### src/rtl/mem_port_arbiter.sv
// mem_port_arbiter: burst-locked round-robin arbiter sharing one memory port between a writer and a reader
module mem_port_arbiter #(
    parameter int SLV_AW    = 10,
    parameter int SLV_BYTES = 16,
    parameter int SLV_WS    = 0
) (
    input  logic                   usr_clk,
    input  logic                   usr_reset,
    input  logic                   wr_valid,
    output logic                   wr_ready,
    input  logic [SLV_AW-1:0]      wr_addr,
    input  logic [SLV_BYTES-1:0]   wr_be,
    input  logic [8*SLV_BYTES-1:0] wr_data,
    input  logic                   wr_last,
    input  logic                   rd_valid,
    output logic                   rd_ready,
    input  logic [SLV_AW-1:0]      rd_addr,
    input  logic                   rd_last,
    output logic                   rd_dvalid,
    output logic [8*SLV_BYTES-1:0] rd_data,
    output logic                   mem_we,
    output logic [SLV_AW-1:0]      mem_addr,
    output logic [SLV_BYTES-1:0]   mem_be,
    output logic [8*SLV_BYTES-1:0] mem_wdata,
    input  logic [8*SLV_BYTES-1:0] mem_q,
    output logic                   busy
);
    localparam int TW = (SLV_WS > 0) ? SLV_WS : 1;
    typedef enum logic [1:0] {IDLE, WLOCK, RLOCK} state_t;
    state_t            state_q, state_d;
    logic              prio_q, prio_d;
    logic [TW-1:0]     trk_q, trk_d;
    logic [SLV_AW-1:0] addr_q, addr_d;
    logic              wr_acc, rd_acc;
    // grant decode, memory port steering and next-state; a lock owns the port until its last beat
    always_comb begin
        wr_ready  = (state_q == WLOCK) || (state_q == IDLE && wr_valid && (!rd_valid || !prio_q));
        rd_ready  = (state_q == RLOCK) || (state_q == IDLE && rd_valid && (!wr_valid || prio_q));
        wr_acc    = wr_valid && wr_ready;
        rd_acc    = rd_valid && rd_ready;
        state_d   = wr_acc ? (wr_last ? IDLE : WLOCK) : rd_acc ? (rd_last ? IDLE : RLOCK) : state_q;
        prio_d    = ((wr_acc && wr_last) || (rd_acc && rd_last)) ? !prio_q : prio_q;
        trk_d     = (SLV_WS == 0) ? '0 : TW'({trk_q, rd_acc});
        addr_d    = wr_acc ? wr_addr : rd_acc ? rd_addr : addr_q;
        mem_we    = wr_acc;
        mem_addr  = addr_d;
        mem_be    = wr_acc ? wr_be : '0;
        mem_wdata = wr_data;
        rd_dvalid = (SLV_WS == 0) ? rd_acc : trk_q[TW-1];
        rd_data   = mem_q;
        busy      = (state_q != IDLE) || (|trk_q);
    end
    // state, priority, read-latency tracker and held address
    always_ff @(posedge usr_clk) begin
        if (usr_reset) begin
            state_q <= IDLE;
            prio_q  <= 1'b0;
            trk_q   <= '0;
            addr_q  <= '0;
        end else begin
            state_q <= state_d;
            prio_q  <= prio_d;
            trk_q   <= trk_d;
            addr_q  <= addr_d;
        end
    end
endmodule

### config.mk
export PLATFORM = sky130hd
export DESIGN_NAME = mem_port_arbiter
export DESIGN_NICKNAME = d
export VERILOG_FILES = /design/src/rtl/mem_port_arbiter.sv
export SDC_FILE = /design/constraint.sdc
export NUM_CORES = 1
export LEC_CHECK = 0
export BUFFER_PORTS_ARGS = -buffer_cell sky130_fd_sc_hd__buf_4
export CELL_PAD_IN_SITES_DETAIL_PLACEMENT = 0
export CELL_PAD_IN_SITES_GLOBAL_PLACEMENT = 1
export CORE_AREA = 4 4 223 225
export DETAILED_ROUTE_END_ITERATION = 16
export DIE_AREA = 0 0 227 229
export PLACE_DENSITY_LB_ADDON = 0.1
export SLEW_MARGIN = 20
export SYNTH_ARGS = -nofsm -noshare
export SYNTH_HDL_FRONTEND = slang
export SYNTH_SLANG_ARGS = --single-unit
### constraint.sdc
create_clock -name usr_clk -period 1.9 [get_ports usr_clk]
set_clock_uncertainty 0.05 [all_clocks]
set_input_delay 0.38 -clock usr_clk [delete_from_list [all_inputs] [get_ports usr_clk]]
set_output_delay 0.38 -clock usr_clk [all_outputs]
set_load 0.05 [all_outputs]
# [After elaboration in Yosys (flattened, before gate mapping)]
# Cells that the tools add are included.
[classes] eq_ne=2 n_mux=7 n_reduce_logical=19
[op_table] cell="two-way mux 10 bit" n=2
[op_table] cell="two-way mux 16 bit" n=1
[op_table] cell="logical AND 1 bit" n=8
[op_table] cell="two-way mux 2 bit" n=3
[op_table] cell="logical OR 1 bit" n=5
[op_table] cell="nonzero test 2 bit" n=2
[op_table] cell="logical NOT 1 bit" n=3
[op_table] cell="== test 2 x 1 -> 1 bit, second input constant" n=1
[op_table] cell="== test 2 bit, second input constant" n=1
[op_table] cell="logical NOT 2 bit" n=1
[op_table] cell="two-way mux 1 bit" n=1
[word_totals] word_cells=31 ff_bits=13 input_bits=298 out_inout_bits=287

# [Logic depth before layout (Yosys ltp)]
[depth] word_depth=7 depth_mapped=5 depth_no_buf=4

# [Worst setup path after synthesis]
# Ideal clock, no wire load.
[synth_path] kind="reg2out" startpoint="register prio_q" endpoint="output port mem_addr[2]" slack_ns=-0.272 path_buffers=2 stages_incl_launch_ff=6 t_required_ns=1.470 arrival_ns=1.742 cell_sequence="dfxtp_1 -> buf_6 -> nor3b_2 -> buf_4 -> o21ai_0 -> a31oi_1"
[synth_via] elab_chain_cells=6 elab_cells_between_ends=11 cone_classes="2 x mux; 9 x reduce/logical"
[synth_rtl] item="from (decl)" line="31" rtl="logic prio_q, prio_d;"
[synth_rtl] item="from (signal assigned)" line="62" rtl="prio_q <= prio_d;"
[synth_rtl] item="logical OR 1 bit or logical NOT 1 bit (tied branches)" line="38, 37"
[synth_rtl] item="logical AND 1 bit or logical OR 1 bit (tied branches)" line="38, 37"
[synth_rtl] item="logical OR 1 bit or logical AND 1 bit (tied branches)" line="38, 37"
[synth_rtl] item="logical AND 1 bit or logical OR 1 bit (tied branches)" line="40, 37"
[synth_rtl] item="two-way mux 10 bit or logical AND 1 bit (tied branches)" line="44, 39"
[synth_rtl] item="two-way mux 10 bit *" line="44" rtl="addr_d = wr_acc ? wr_addr : rd_acc ? rd_addr : addr_q;"
[synth_rtl] item="to (decl)" line="22" rtl="output logic [SLV_AW-1:0] mem_addr,"
# Every way passes the cells marked *; elsewhere a longest branch is shown, timed or not.

# [Worst setup path in the final report]
[layout_path] startpoint="register state_q[1]" endpoint="output port mem_addr[2]"
[layout_via] elab_chain_cells=7 elab_cells_between_ends=13 cone_classes="2 x eq/ne; 2 x mux; 9 x reduce/logical"
[layout_rtl] item="from (decl)" line="30" rtl="state_t state_q, state_d;"
[layout_rtl] item="from (signal assigned)" line="61" rtl="state_q <= state_d;"
[layout_rtl] item="logical NOT 2 bit" line="37, 38"
[layout_rtl] item="logical AND 1 bit (2 in series)" line="38" rtl="rd_ready = (state_q == RLOCK) || (state_q == IDLE && rd_valid && (!wr_valid || prio_q));"
[layout_rtl] item="logical OR 1 bit" line="38"
[layout_rtl] item="logical AND 1 bit" line="40" rtl="rd_acc = rd_valid && rd_ready;"
[layout_rtl] item="two-way mux 10 bit" line="44"
[layout_rtl] item="two-way mux 10 bit *" line="44"
# Marks and branches as above.

==> flow_metrics.tcl <==
set metrics [dict create \
    yosysWarnings 0 \
    worst_ep_required_time_ns 1.47 \
    worstReg2RegEnd "prio_q" \
    core_area_um2 47500 \
    synth.most_common_cell "buf_4" \
    antenna_found_initial 2 \
    drtAntennaViolNets 0 \
    worstSkewPairLatency_ns 0.25 \
    pre_cts_ws_ns -0.356 \
    place_inst 834 \
    tightest_slew_ns 0.289 \
    synth-seq-cells 13 \
    worstPathMaxFanout 6 \
    rsz0062_at_grt "true" \
    via_per_inst 2.03 \
    die_h_um 229 \
    grt_pass1_vias 1881 \
    hold_buffers 0 \
    synth_area_um2 2840 \
    r2r_slack_ns 0.14 \
    final_util 0.0658 \
    cts.sinks 13 \
    drc_errors 0 \
    synthCells 375 \
    ir_worst_vdd_mv 0.224 \
    synth-edff-count 0 \
    p_per_area_nw_per_um2 610 \
    cts_root_buffer "clkbuf_16" \
    instances_no_fill 845 \
    globalplace.congestion 0.583 \
    whs_endpoint "state_q[0]" \
    crit_type "flip-flop to output port" \
    hold_depth 2 \
    vias 1718 \
    min-delay-start "wr_last" \
    die-area_um2 52000 \
    n_antenna_cell 0 \
    hold-worst-slack_ns 0.277 \
    finalCriticalPeriod_ns 2.04 \
    start_util 0.0598 \
    hold_path.class "input port to flip-flop" \
    yosysTopAreaCell "buf_4" \
    routedWlPerCell_um 15.2 \
    critPathLaunchType "flip-flop" \
    ys_async_sr_fraction 0 \
    synth-seq-area-share 0.0915 \
    fin_crit_sh 1.07 \
    placementRows 80 \
    fillers 5553 \
    r2r-start "state_q[1]" \
    drive_above_1_share 0.752 \
    outcome "finished, violations left" \
    cp-startpoint "state_q[1]" \
    violations "negative setup slack" \
    synth_cell_types 27 \
    clock_path_buffers 2 \
    finalNetCount 529 \
    slew_headroom 0.806 \
    synth_area_leaders "buf_4 69%, dfxtp_1 9.2%, and3_1 3.5%, a311oi_1 3.1%, a31oi_1 2.2%" \
    globalRoute.totalOverflow 0 \
    max_clock_freq_mhz 490 \
    setup_viol 11 \
    drt_iter0_drc 32 \
    portBuffers 72 \
    p_leak_uw 0.00108 \
    cts_max_level 1 \
    fin_area_um2 3130 \
    cts_tree "built" \
    grt_max_degree 19 \
    crit_arrival_ns 1.61 \
    r2r_cells 5 \
    synthFlopType "dfxtp_1" \
    ioPinCount 585 \
    fp.dieW_um 227 \
    synth_nets 673 \
    slew_viol_final 0 \
    routed_wl_um 12800 \
    grtUsageTotal 0.0449 \
    dp_hpwl_um 10900 \
    synthTopCellsByCount "260 x buf_4, 16 x and3_1, 13 x dfxtp_1, 11 x nor3_1" \
    cts_buffers 3 \
    dr.pass1.iters 4 \
    layout_setup_ws_ns -0.139 \
    placed_area_um2 2520 \
    finalHoldViolCount 0 \
    endpoint_kind "output port" \
    synth_top_area_frac 0.687 \
    area_growth_pct 10.0 \
    cap_violations 0 \
    avgSynthCellArea_um2 7.58 \
    clk_transition_reported_paths_ns 0.05 \
    grt_pass1_wl_um 16500 \
]
## worst max-delay path, stage by stage, from the launching register on
cell and delay [ns]:
dfxtp_4 0.37, or3b_4 0.43, buf_12 0.16, nand3_2 0.11, a31oi_4 0.11, buf_6 0.17
## per-stage QoR
| stage | setup TNS, ns | power (uW) |
|---|---|---|
| after CTS | -1.74 | 1880 |
| final | -1.16 | 1910 |
| after detailed placement | -2.52 | 1270 |
| after global placement | -2.89 | 1280 |
| after floorplan | -0.477 | 2290 |
| after global routing | -2.89 | 2030 |
## logic make-up (layout without fill, tap and decap cells)
group	after synthesis	after routing	share of synthesized area
muxes	1	1	0.00396
and+or+nand+nor	55	55	0.114
DFF	13	13	0.0915
buffers and inverters	270	125	0.705
AOI/OAI and AO/OA	36	36	0.0858
## power by group
part	leakage (uW)	switching, uW	internal, uW
clock network	0.0000382	143	285
logic	0.000929	662	483
registers	0.000110	29.2	307
total	0.00108	834	1070
## registers in the layout, summed over array words and instances (netlist names)
name     count
state_q      2
addr_q      10
prio_q       1
## per-layer routing
layer	track usage	up-vias	wire, um
met2	0.0705	198	6080
met1	0.0452	754	4190
met4	0.0274	4	616
li1	-	681	-
met5	0	-	26
met3	0.0275	81	1900
## layout by cell type (no fill, tap or decap), types with 2 or more instances in the layout
cell	netlist	final
clkbuf_16	0	3
o21ai_4	0	5
a311oi_1	10	10
dfxtp_4	0	3
nand2b_4	0	2
nand3_2	0	8
nor3_4	0	7
nor2_1	4	4
buf_6	1	20
nor3_1	11	2
buf_12	0	5
a31oi_4	0	9
and3_1	16	16
buf_4	260	95
nor2b_1	3	2
a21oi_1	4	4
o21ai_2	0	4
dfxtp_1	13	10
nor3_2	0	2
## worst max path at each step
stage                  end  slack, ns  depth (start not counted)
6_report       mem_addr[2]      -0.14                          5
5_1_grt        mem_addr[9]      -0.20                          5
4_1_cts        mem_addr[6]      -0.17                          5
3_5_place_dp   mem_addr[1]      -0.36                          6
3_3_place_gp   mem_addr[1]      -0.41                          6
2_1_floorplan  mem_addr[1]      -0.24                          5
## cell type report
cell class	count	area (um^2)	area share
clock buffers	4	78.8	0.0252
multi-input cells	92	966	0.309
well taps	615	769	0.246
repair buffers	120	1040	0.332
flip-flops and latches	13	272	0.0868
inverters	1	3.75	0.00120
## repair_timing
action                     4_1_cts  5_1_grt
setup endpoints to repair       27       28
buffers inserted                 6        6
gates resized for setup         67       28
pin swaps                       12        7
(Power assumes the default switching activity.)
